<file path="config.mk">
export PLATFORM = sky130hd
export DESIGN_NAME = idex_stage_flat
export DESIGN_NICKNAME = d
export VERILOG_FILES = /design/src/rtl/idex_if.sv /design/src/rtl/idex_stage.sv /design/src/flat_wrapper.sv
export SDC_FILE = /design/constraint.sdc
export NUM_CORES = 1
export LEC_CHECK = 0
export CORE_AREA = 5 5 123 125
export CTS_BUF_LIST = sky130_fd_sc_hd__clkbuf_4
export CTS_CLUSTER_DIAMETER = 150
export CTS_CLUSTER_SIZE = 12
export DETAILED_ROUTE_END_ITERATION = 12
export DIE_AREA = 0 0 128 130
export GPL_ROUTABILITY_DRIVEN = 0
export PLACE_DENSITY_LB_ADDON = 0.05
export SYNTH_ARGS = -nofsm -noshare
export SYNTH_HDL_FRONTEND = slang
export SYNTH_SLANG_ARGS = --single-unit
export TNS_END_PERCENT = 10
</file>
<file path="constraint.sdc">
create_clock -name clk -period 5.3 [get_ports clk]
set_input_delay 0.53 -clock clk [delete_from_list [all_inputs] [get_ports clk]]
set_output_delay 0.53 -clock clk [all_outputs]
set_load 0.01 [all_outputs]
</file>
<file path="src/rtl/idex_if.sv">
// ID->EX bus bundle: decoded ID fields in, registered EX fields out.
// Pure wiring, no latency of its own.
// No backpressure on the bus itself; the stage returns hold to stall upstream.
interface idex_if #(
  parameter int DW = 32
);
  logic          id_regdst, id_memread, id_memtoreg, id_memwrite, id_alusrc, id_regwrite;
  logic [1:0]    id_branch, id_aluop;
  logic [DW-1:0] id_pc4, id_rd1, id_rd2, id_seimm;
  logic [4:0]    id_rs, id_rt, id_rd;

  logic          ex_regdst, ex_memread, ex_memtoreg, ex_memwrite, ex_alusrc, ex_regwrite;
  logic [1:0]    ex_branch, ex_aluop;
  logic [DW-1:0] ex_pc4, ex_rd1, ex_rd2, ex_seimm;
  logic [4:0]    ex_rs, ex_rt, ex_rd;
  logic          ex_valid;
  logic          hold;
  logic [15:0]   bubble_count;

  // Driver side (decode stage / testbench)
  modport master (
    output id_regdst, id_memread, id_memtoreg, id_memwrite, id_alusrc, id_regwrite,
           id_branch, id_aluop, id_pc4, id_rd1, id_rd2, id_seimm, id_rs, id_rt, id_rd,
    input  ex_regdst, ex_memread, ex_memtoreg, ex_memwrite, ex_alusrc, ex_regwrite,
           ex_branch, ex_aluop, ex_pc4, ex_rd1, ex_rd2, ex_seimm, ex_rs, ex_rt, ex_rd,
           ex_valid, hold, bubble_count
  );

  // Pipeline register side
  modport slave (
    input  id_regdst, id_memread, id_memtoreg, id_memwrite, id_alusrc, id_regwrite,
           id_branch, id_aluop, id_pc4, id_rd1, id_rd2, id_seimm, id_rs, id_rt, id_rd,
    output ex_regdst, ex_memread, ex_memtoreg, ex_memwrite, ex_alusrc, ex_regwrite,
           ex_branch, ex_aluop, ex_pc4, ex_rd1, ex_rd2, ex_seimm, ex_rs, ex_rt, ex_rd,
           ex_valid, hold, bubble_count
  );
endinterface

</file>
<file path="src/rtl/idex_stage.sv">
// ID/EX pipeline register with load-use hazard detection and flush squash.
// Latency: one edge from id_* to ex_*; hold is combinational in the same cycle.
// Backpressure: hold freezes PC and IF/ID for one cycle per load-use bubble.
module idex_stage #(
  parameter int DW = 32
) (
  input  logic  clk,
  input  logic  reset,
  input  logic  flush,
  idex_if.slave bus
);

  typedef struct packed {
    logic          regdst;
    logic          memread;
    logic          memtoreg;
    logic          memwrite;
    logic          alusrc;
    logic          regwrite;
    logic [1:0]    branch;
    logic [1:0]    aluop;
    logic [DW-1:0] pc4;
    logic [DW-1:0] rd1;
    logic [DW-1:0] rd2;
    logic [DW-1:0] seimm;
    logic [4:0]    rs;
    logic [4:0]    rt;
    logic [4:0]    rd;
    logic          valid;
  } ex_t;

  ex_t         ex_q, ex_d, id_pkt;
  logic [15:0] bubble_count_q, bubble_count_d;
  logic        hazard;

  // Pack the decoded ID fields into one record; a captured instruction is always valid
  always_comb begin
    id_pkt          = '0;
    id_pkt.regdst   = bus.id_regdst;
    id_pkt.memread  = bus.id_memread;
    id_pkt.memtoreg = bus.id_memtoreg;
    id_pkt.memwrite = bus.id_memwrite;
    id_pkt.alusrc   = bus.id_alusrc;
    id_pkt.regwrite = bus.id_regwrite;
    id_pkt.branch   = bus.id_branch;
    id_pkt.aluop    = bus.id_aluop;
    id_pkt.pc4      = bus.id_pc4;
    id_pkt.rd1      = bus.id_rd1;
    id_pkt.rd2      = bus.id_rd2;
    id_pkt.seimm    = bus.id_seimm;
    id_pkt.rs       = bus.id_rs;
    id_pkt.rt       = bus.id_rt;
    id_pkt.rd       = bus.id_rd;
    id_pkt.valid    = 1'b1;
  end

  // Load-use detection: a load in EX whose destination ($0 excluded) feeds the ID instruction
  always_comb begin
    hazard = ex_q.memread && (ex_q.rt != 5'd0) &&
             ((ex_q.rt == bus.id_rs) || (ex_q.rt == bus.id_rt));
  end

  // Next-state select: flush beats hazard beats load; only hazard bubbles are counted
  always_comb begin
    ex_d           = id_pkt;
    bubble_count_d = bubble_count_q;
    if (flush) begin
      ex_d = '0;
    end else if (hazard) begin
      ex_d = '0;
      if (bubble_count_q != 16'hFFFF) begin
        bubble_count_d = bubble_count_q + 16'd1;
      end
    end
  end

  // State registers with synchronous reset
  always_ff @(posedge clk) begin
    if (reset) begin
      ex_q           <= '0;
      bubble_count_q <= '0;
    end else begin
      ex_q           <= ex_d;
      bubble_count_q <= bubble_count_d;
    end
  end

  assign bus.hold         = hazard & ~flush;
  assign bus.bubble_count = bubble_count_q;
  assign bus.ex_regdst    = ex_q.regdst;
  assign bus.ex_memread   = ex_q.memread;
  assign bus.ex_memtoreg  = ex_q.memtoreg;
  assign bus.ex_memwrite  = ex_q.memwrite;
  assign bus.ex_alusrc    = ex_q.alusrc;
  assign bus.ex_regwrite  = ex_q.regwrite;
  assign bus.ex_branch    = ex_q.branch;
  assign bus.ex_aluop     = ex_q.aluop;
  assign bus.ex_pc4       = ex_q.pc4;
  assign bus.ex_rd1       = ex_q.rd1;
  assign bus.ex_rd2       = ex_q.rd2;
  assign bus.ex_seimm     = ex_q.seimm;
  assign bus.ex_rs        = ex_q.rs;
  assign bus.ex_rt        = ex_q.rt;
  assign bus.ex_rd        = ex_q.rd;
  assign bus.ex_valid     = ex_q.valid;

endmodule

</file>
<file path="src/flat_wrapper.sv">
// flat-port wrapper written by rule: the top's interface ports become plain ports
module idex_stage_flat 
#(
  parameter int DW = 32
)
  (clk, reset, flush, bus_id_regdst, bus_id_memread, bus_id_memtoreg, bus_id_memwrite, bus_id_alusrc, bus_id_regwrite, bus_id_branch, bus_id_aluop, bus_id_pc4, bus_id_rd1, bus_id_rd2, bus_id_seimm, bus_id_rs, bus_id_rt, bus_id_rd, bus_ex_regdst, bus_ex_memread, bus_ex_memtoreg, bus_ex_memwrite, bus_ex_alusrc, bus_ex_regwrite, bus_ex_branch, bus_ex_aluop, bus_ex_pc4, bus_ex_rd1, bus_ex_rd2, bus_ex_seimm, bus_ex_rs, bus_ex_rt, bus_ex_rd, bus_ex_valid, bus_hold, bus_bubble_count);
  idex_if #(.DW(DW)) bus_i ();
  input  logic clk;
  input  logic reset;
  input  logic flush;
  input wire logic [$bits(bus_i.id_regdst)-1:0] bus_id_regdst;
  input wire logic [$bits(bus_i.id_memread)-1:0] bus_id_memread;
  input wire logic [$bits(bus_i.id_memtoreg)-1:0] bus_id_memtoreg;
  input wire logic [$bits(bus_i.id_memwrite)-1:0] bus_id_memwrite;
  input wire logic [$bits(bus_i.id_alusrc)-1:0] bus_id_alusrc;
  input wire logic [$bits(bus_i.id_regwrite)-1:0] bus_id_regwrite;
  input wire logic [$bits(bus_i.id_branch)-1:0] bus_id_branch;
  input wire logic [$bits(bus_i.id_aluop)-1:0] bus_id_aluop;
  input wire logic [$bits(bus_i.id_pc4)-1:0] bus_id_pc4;
  input wire logic [$bits(bus_i.id_rd1)-1:0] bus_id_rd1;
  input wire logic [$bits(bus_i.id_rd2)-1:0] bus_id_rd2;
  input wire logic [$bits(bus_i.id_seimm)-1:0] bus_id_seimm;
  input wire logic [$bits(bus_i.id_rs)-1:0] bus_id_rs;
  input wire logic [$bits(bus_i.id_rt)-1:0] bus_id_rt;
  input wire logic [$bits(bus_i.id_rd)-1:0] bus_id_rd;
  output wire logic [$bits(bus_i.ex_regdst)-1:0] bus_ex_regdst;
  output wire logic [$bits(bus_i.ex_memread)-1:0] bus_ex_memread;
  output wire logic [$bits(bus_i.ex_memtoreg)-1:0] bus_ex_memtoreg;
  output wire logic [$bits(bus_i.ex_memwrite)-1:0] bus_ex_memwrite;
  output wire logic [$bits(bus_i.ex_alusrc)-1:0] bus_ex_alusrc;
  output wire logic [$bits(bus_i.ex_regwrite)-1:0] bus_ex_regwrite;
  output wire logic [$bits(bus_i.ex_branch)-1:0] bus_ex_branch;
  output wire logic [$bits(bus_i.ex_aluop)-1:0] bus_ex_aluop;
  output wire logic [$bits(bus_i.ex_pc4)-1:0] bus_ex_pc4;
  output wire logic [$bits(bus_i.ex_rd1)-1:0] bus_ex_rd1;
  output wire logic [$bits(bus_i.ex_rd2)-1:0] bus_ex_rd2;
  output wire logic [$bits(bus_i.ex_seimm)-1:0] bus_ex_seimm;
  output wire logic [$bits(bus_i.ex_rs)-1:0] bus_ex_rs;
  output wire logic [$bits(bus_i.ex_rt)-1:0] bus_ex_rt;
  output wire logic [$bits(bus_i.ex_rd)-1:0] bus_ex_rd;
  output wire logic [$bits(bus_i.ex_valid)-1:0] bus_ex_valid;
  output wire logic [$bits(bus_i.hold)-1:0] bus_hold;
  output wire logic [$bits(bus_i.bubble_count)-1:0] bus_bubble_count;
  assign bus_i.id_regdst = bus_id_regdst;
  assign bus_i.id_memread = bus_id_memread;
  assign bus_i.id_memtoreg = bus_id_memtoreg;
  assign bus_i.id_memwrite = bus_id_memwrite;
  assign bus_i.id_alusrc = bus_id_alusrc;
  assign bus_i.id_regwrite = bus_id_regwrite;
  assign bus_i.id_branch = bus_id_branch;
  assign bus_i.id_aluop = bus_id_aluop;
  assign bus_i.id_pc4 = bus_id_pc4;
  assign bus_i.id_rd1 = bus_id_rd1;
  assign bus_i.id_rd2 = bus_id_rd2;
  assign bus_i.id_seimm = bus_id_seimm;
  assign bus_i.id_rs = bus_id_rs;
  assign bus_i.id_rt = bus_id_rt;
  assign bus_i.id_rd = bus_id_rd;
  assign bus_ex_regdst = bus_i.ex_regdst;
  assign bus_ex_memread = bus_i.ex_memread;
  assign bus_ex_memtoreg = bus_i.ex_memtoreg;
  assign bus_ex_memwrite = bus_i.ex_memwrite;
  assign bus_ex_alusrc = bus_i.ex_alusrc;
  assign bus_ex_regwrite = bus_i.ex_regwrite;
  assign bus_ex_branch = bus_i.ex_branch;
  assign bus_ex_aluop = bus_i.ex_aluop;
  assign bus_ex_pc4 = bus_i.ex_pc4;
  assign bus_ex_rd1 = bus_i.ex_rd1;
  assign bus_ex_rd2 = bus_i.ex_rd2;
  assign bus_ex_seimm = bus_i.ex_seimm;
  assign bus_ex_rs = bus_i.ex_rs;
  assign bus_ex_rt = bus_i.ex_rt;
  assign bus_ex_rd = bus_i.ex_rd;
  assign bus_ex_valid = bus_i.ex_valid;
  assign bus_hold = bus_i.hold;
  assign bus_bubble_count = bus_i.bubble_count;
  idex_stage #(.DW(DW)) u_core (.clk(clk), .reset(reset), .flush(flush), .bus(bus_i));
endmodule
</file>
==> flow_metrics.py <==
metrics = {
    "run_status": {
        "outcome": "finished, final reports clean",
    },
    "sta": {
        "skew_ns": 0.01329,
        "fin_crit_sh": 0.5880,
        "maxSlewHeadroom": 0.3057,
        "worst_pin_slew_ns": 1.041,
        "rsz0062_at_grt": "false",
        "finalSetupViolCount": 0,
        "max_clock_freq_ghz": 0.3209,
        "hold_viol": 0,
        "setup_slack_ns": 2.183,
        "hold_ws_ns": 0.5078,
        "tns_ns": 0,
        "finalCriticalPeriod_ns": 3.117,
        "maxSlewViolCount": 0,
    },
    "clocking": {
        "clock_sinks": 170,
        "cts_tree": "yes",
        "ctsHtreeMaxLevel": 4,
        "ctsResizeCount": 0,
        "cts_buffers": 17,
        "worstSkewPairLatency_ns": 0.53,
        "cts_setup_buffers": 0,
        "clockBufferDepth": 2,
        "clock-root-buffer": "clkbuf_4",
        "clk_pin_slew_worst_paths_ns": 0.13,
        "ctsHoldBuffers": 0,
    },
    "cells_and_area": {
        "final_core_util": 0.6379,
        "final_common_cell": "clkdlybuf4s50_1",
        "fill_cells": 1162,
        "layout_common_cells": "clkdlybuf4s50_1, dfxtp_1, and2_1",
        "syn_to_final_growth_pct": 70.69,
        "stdcell_count": 968,
        "drive_gt1_frac": 0.05718,
        "finalInstanceArea_mm2": 0.008786,
        "finalNetCount": 932,
    },
    "synth": {
        "synth_cells": 451,
        "synth_fa_ha_area_frac": 0.002431,
        "synth-simple-area-share": 0.2584,
        "ys_seq_area_frac": 0.6612,
        "synth_top_family_by_area": "simple AND/OR/NAND/NOR gates",
        "syn_area_mm2": 0.005147,
        "syn_avg_cell_area_um2": 11.41,
        "yosys_warnings": 0,
        "yosysUniqueCellTypes": 31,
        "synth_compound_area_frac": 0.02625,
        "synth_nets": 608,
        "synth-xor-area-share": 0.01702,
        "ys_ff_latch": 170,
        "synthMuxAreaShare": 0.01531,
    },
    "route": {
        "drcViolationCount": 0,
        "vias": 4203,
        "totalWireLength_mm": 16.12,
        "viasPerCell": 4.342,
        "wl_per_cell_um": 16.65,
        "drt_iter0_markers": 158,
        "drtPass1Iterations": 4,
        "detail-route-antenna-nets": 0,
    },
    "power": {
        "ir_drop_mv": 0.1559,
        "power_density_mw_per_mm2": 256.5,
        "leakage_nw": 3.366,
        "fin_total_pwr_mw": 2.253,
    },
    "placed_design": {
        "dp_cells": 936,
        "place_ws_ns": 2.024,
        "numPortBuffers": 326,
        "place_area_mm2": 0.008566,
        "dp_hpwl_mm": 12.85,
    },
    "floorplanning": {
        "core_area_mm2": 0.01377,
        "die_y_um": 130,
        "rows": 43,
        "initial_core_util": 0.3737,
        "ios": 327,
        "die_area_mm2": 0.01664,
        "die_width_um": 128,
    },
    "global_route": {
        "track_usage": 0.1889,
        "grt_pass1_vias": 4348,
        "grt_pass1_wl_mm": 23.83,
        "grt_max_degree": 130,
        "gr-total-overflow": 0,
        "antenna_found_initial": 1,
    },
    "worst_setup_path": {
        "startpoint_type": "input pin",
        "end_kind": "output port",
        "reg2reg_setup_slack_ns": 2.49,
        "required_ns": 4.77,
        "crit_fanout": 27,
        "path_class": "in -> out",
        "crit_arrival_ns": 2.59,
    },
    "worst_hold_path": {
        "hold_path.class": "reg -> reg",
    },
    "job": {
        "max-cap-violations": 0,
    },
}
## power by group
group	total, mW	switching, mW	internal [mW]	leakage, nW
Combinational	0.299	0.0964	0.202	1.85
Clock	0.616	0.412	0.203	0.118
Sequential	1.34	0.0140	1.32	1.39
Total	2.25	0.523	1.73	3.37
## per-layer routing
layer / up-vias / GRT usage / part of all wire / routed length [um]
met5: - / 0 / 0 / 0
met4: 0 / 0.06117 / 0.012 / 200
met3: 14 / 0.1081 / 0.12 / 2002
met2: 209 / 0.3389 / 0.52 / 8439
met1: 1884 / 0.1838 / 0.34 / 5479
li1: 2096 / - / - / -
## cells in the mapped netlist
| cell type | number | area, um2 |
|---|---|---|
| dfxtp_1 | 170 | 3403 |
| and2_1 | 153 | 957.2 |
| clkbuf_1 | 18 | 67.56 |
| nor2_1 | 14 | 52.55 |
| xor2_1 | 10 | 87.58 |
| a21oi_1 | 9 | 45.04 |
| mux2_2 | 7 | 78.83 |
| o31ai_1 | 7 | 52.55 |
| nor2b_1 | 6 | 37.54 |
| nor4_1 | 6 | 37.54 |
| or4_1 | 6 | 45.04 |
| buf_2 | 5 | 25.02 |
| nand2_1 | 5 | 18.77 |
| nand3_1 | 5 | 25.02 |
| nand4_1 | 4 | 25.02 |
| nor3_1 | 4 | 20.02 |
| inv_1 | 2 | 7.510 |
| nand3b_1 | 2 | 15.01 |
| o21a_1 | 2 | 15.01 |
| o21ai_0 | 2 | 10.01 |
| or3_1 | 2 | 12.51 |
| or4_2 | 2 | 17.52 |
| or4_4 | 2 | 22.52 |
| a22oi_1 | 1 | 7.510 |
| ha_1 | 1 | 12.51 |
| nand2b_1 | 1 | 6.260 |
| nand4_2 | 1 | 12.51 |
| nor4b_1 | 1 | 8.760 |
| o21ai_1 | 1 | 5.000 |
| or2_2 | 1 | 6.260 |
| or4b_2 | 1 | 10.01 |
## cells by family after synthesis
group,after synthesis
AOI/OAI and AO/OA,22
xor gates and xnor gates,10
adders and majority gates,1
buffers and inverters,25
DFF,170
muxes,7
and+or+nand+nor,216
## worst max-delay path, cell delays in order
cell             delay, ns
clkdlybuf4s50_1       0.44
xor2_1                0.15
nor3_1                0.33
a22oi_1               0.11
buf_4                 0.24
nor3_1                0.21
clkdlybuf4s50_1       0.57
## path summary, 6_finish.rpt
kind,startpoint,to,cells after the start
worst max register to register,u_core.bus.ex_rt[0],u_core.bus.ex_rd2[30],5
worst min register to register,u_core.bus.bubble_count[15],u_core.bus.bubble_count[15],2
worst max-delay path,bus_id_rs[2],bus_hold,7
worst min-delay path,u_core.bus.bubble_count[15],u_core.bus.bubble_count[15],2
## state kept, by name, indices dropped and copies added, names as in the netlist, 2 cells and up
signal                   flops
u_core.bus.ex_rs             5
u_core.bus.ex_branch         2
u_core.bus.ex_seimm         32
u_core.bus.bubble_count     16
u_core.bus.ex_aluop          2
u_core.bus.ex_rd2           32
u_core.bus.ex_rt             5
u_core.bus.ex_rd1           32
u_core.bus.ex_rd             5
u_core.bus.ex_pc4           32
## area by class of cell
type / instances / area (um2) / share of cell area
Inverter: 2 / 7.507 / 0.0008545
Multi-Input combinational cell: 256 / 1652 / 0.1880
Sequential cell: 170 / 3403 / 0.3874
Antenna cell: 1 / 2.502 / 0.0002848
Clock buffer: 22 / 165.2 / 0.01880
Timing Repair Buffer: 328 / 3278 / 0.3731
Clock inverter: 9 / 52.55 / 0.005981
Tap cell: 180 / 225.2 / 0.02563
No activity file was read; power rests on OpenSTA's default activity.
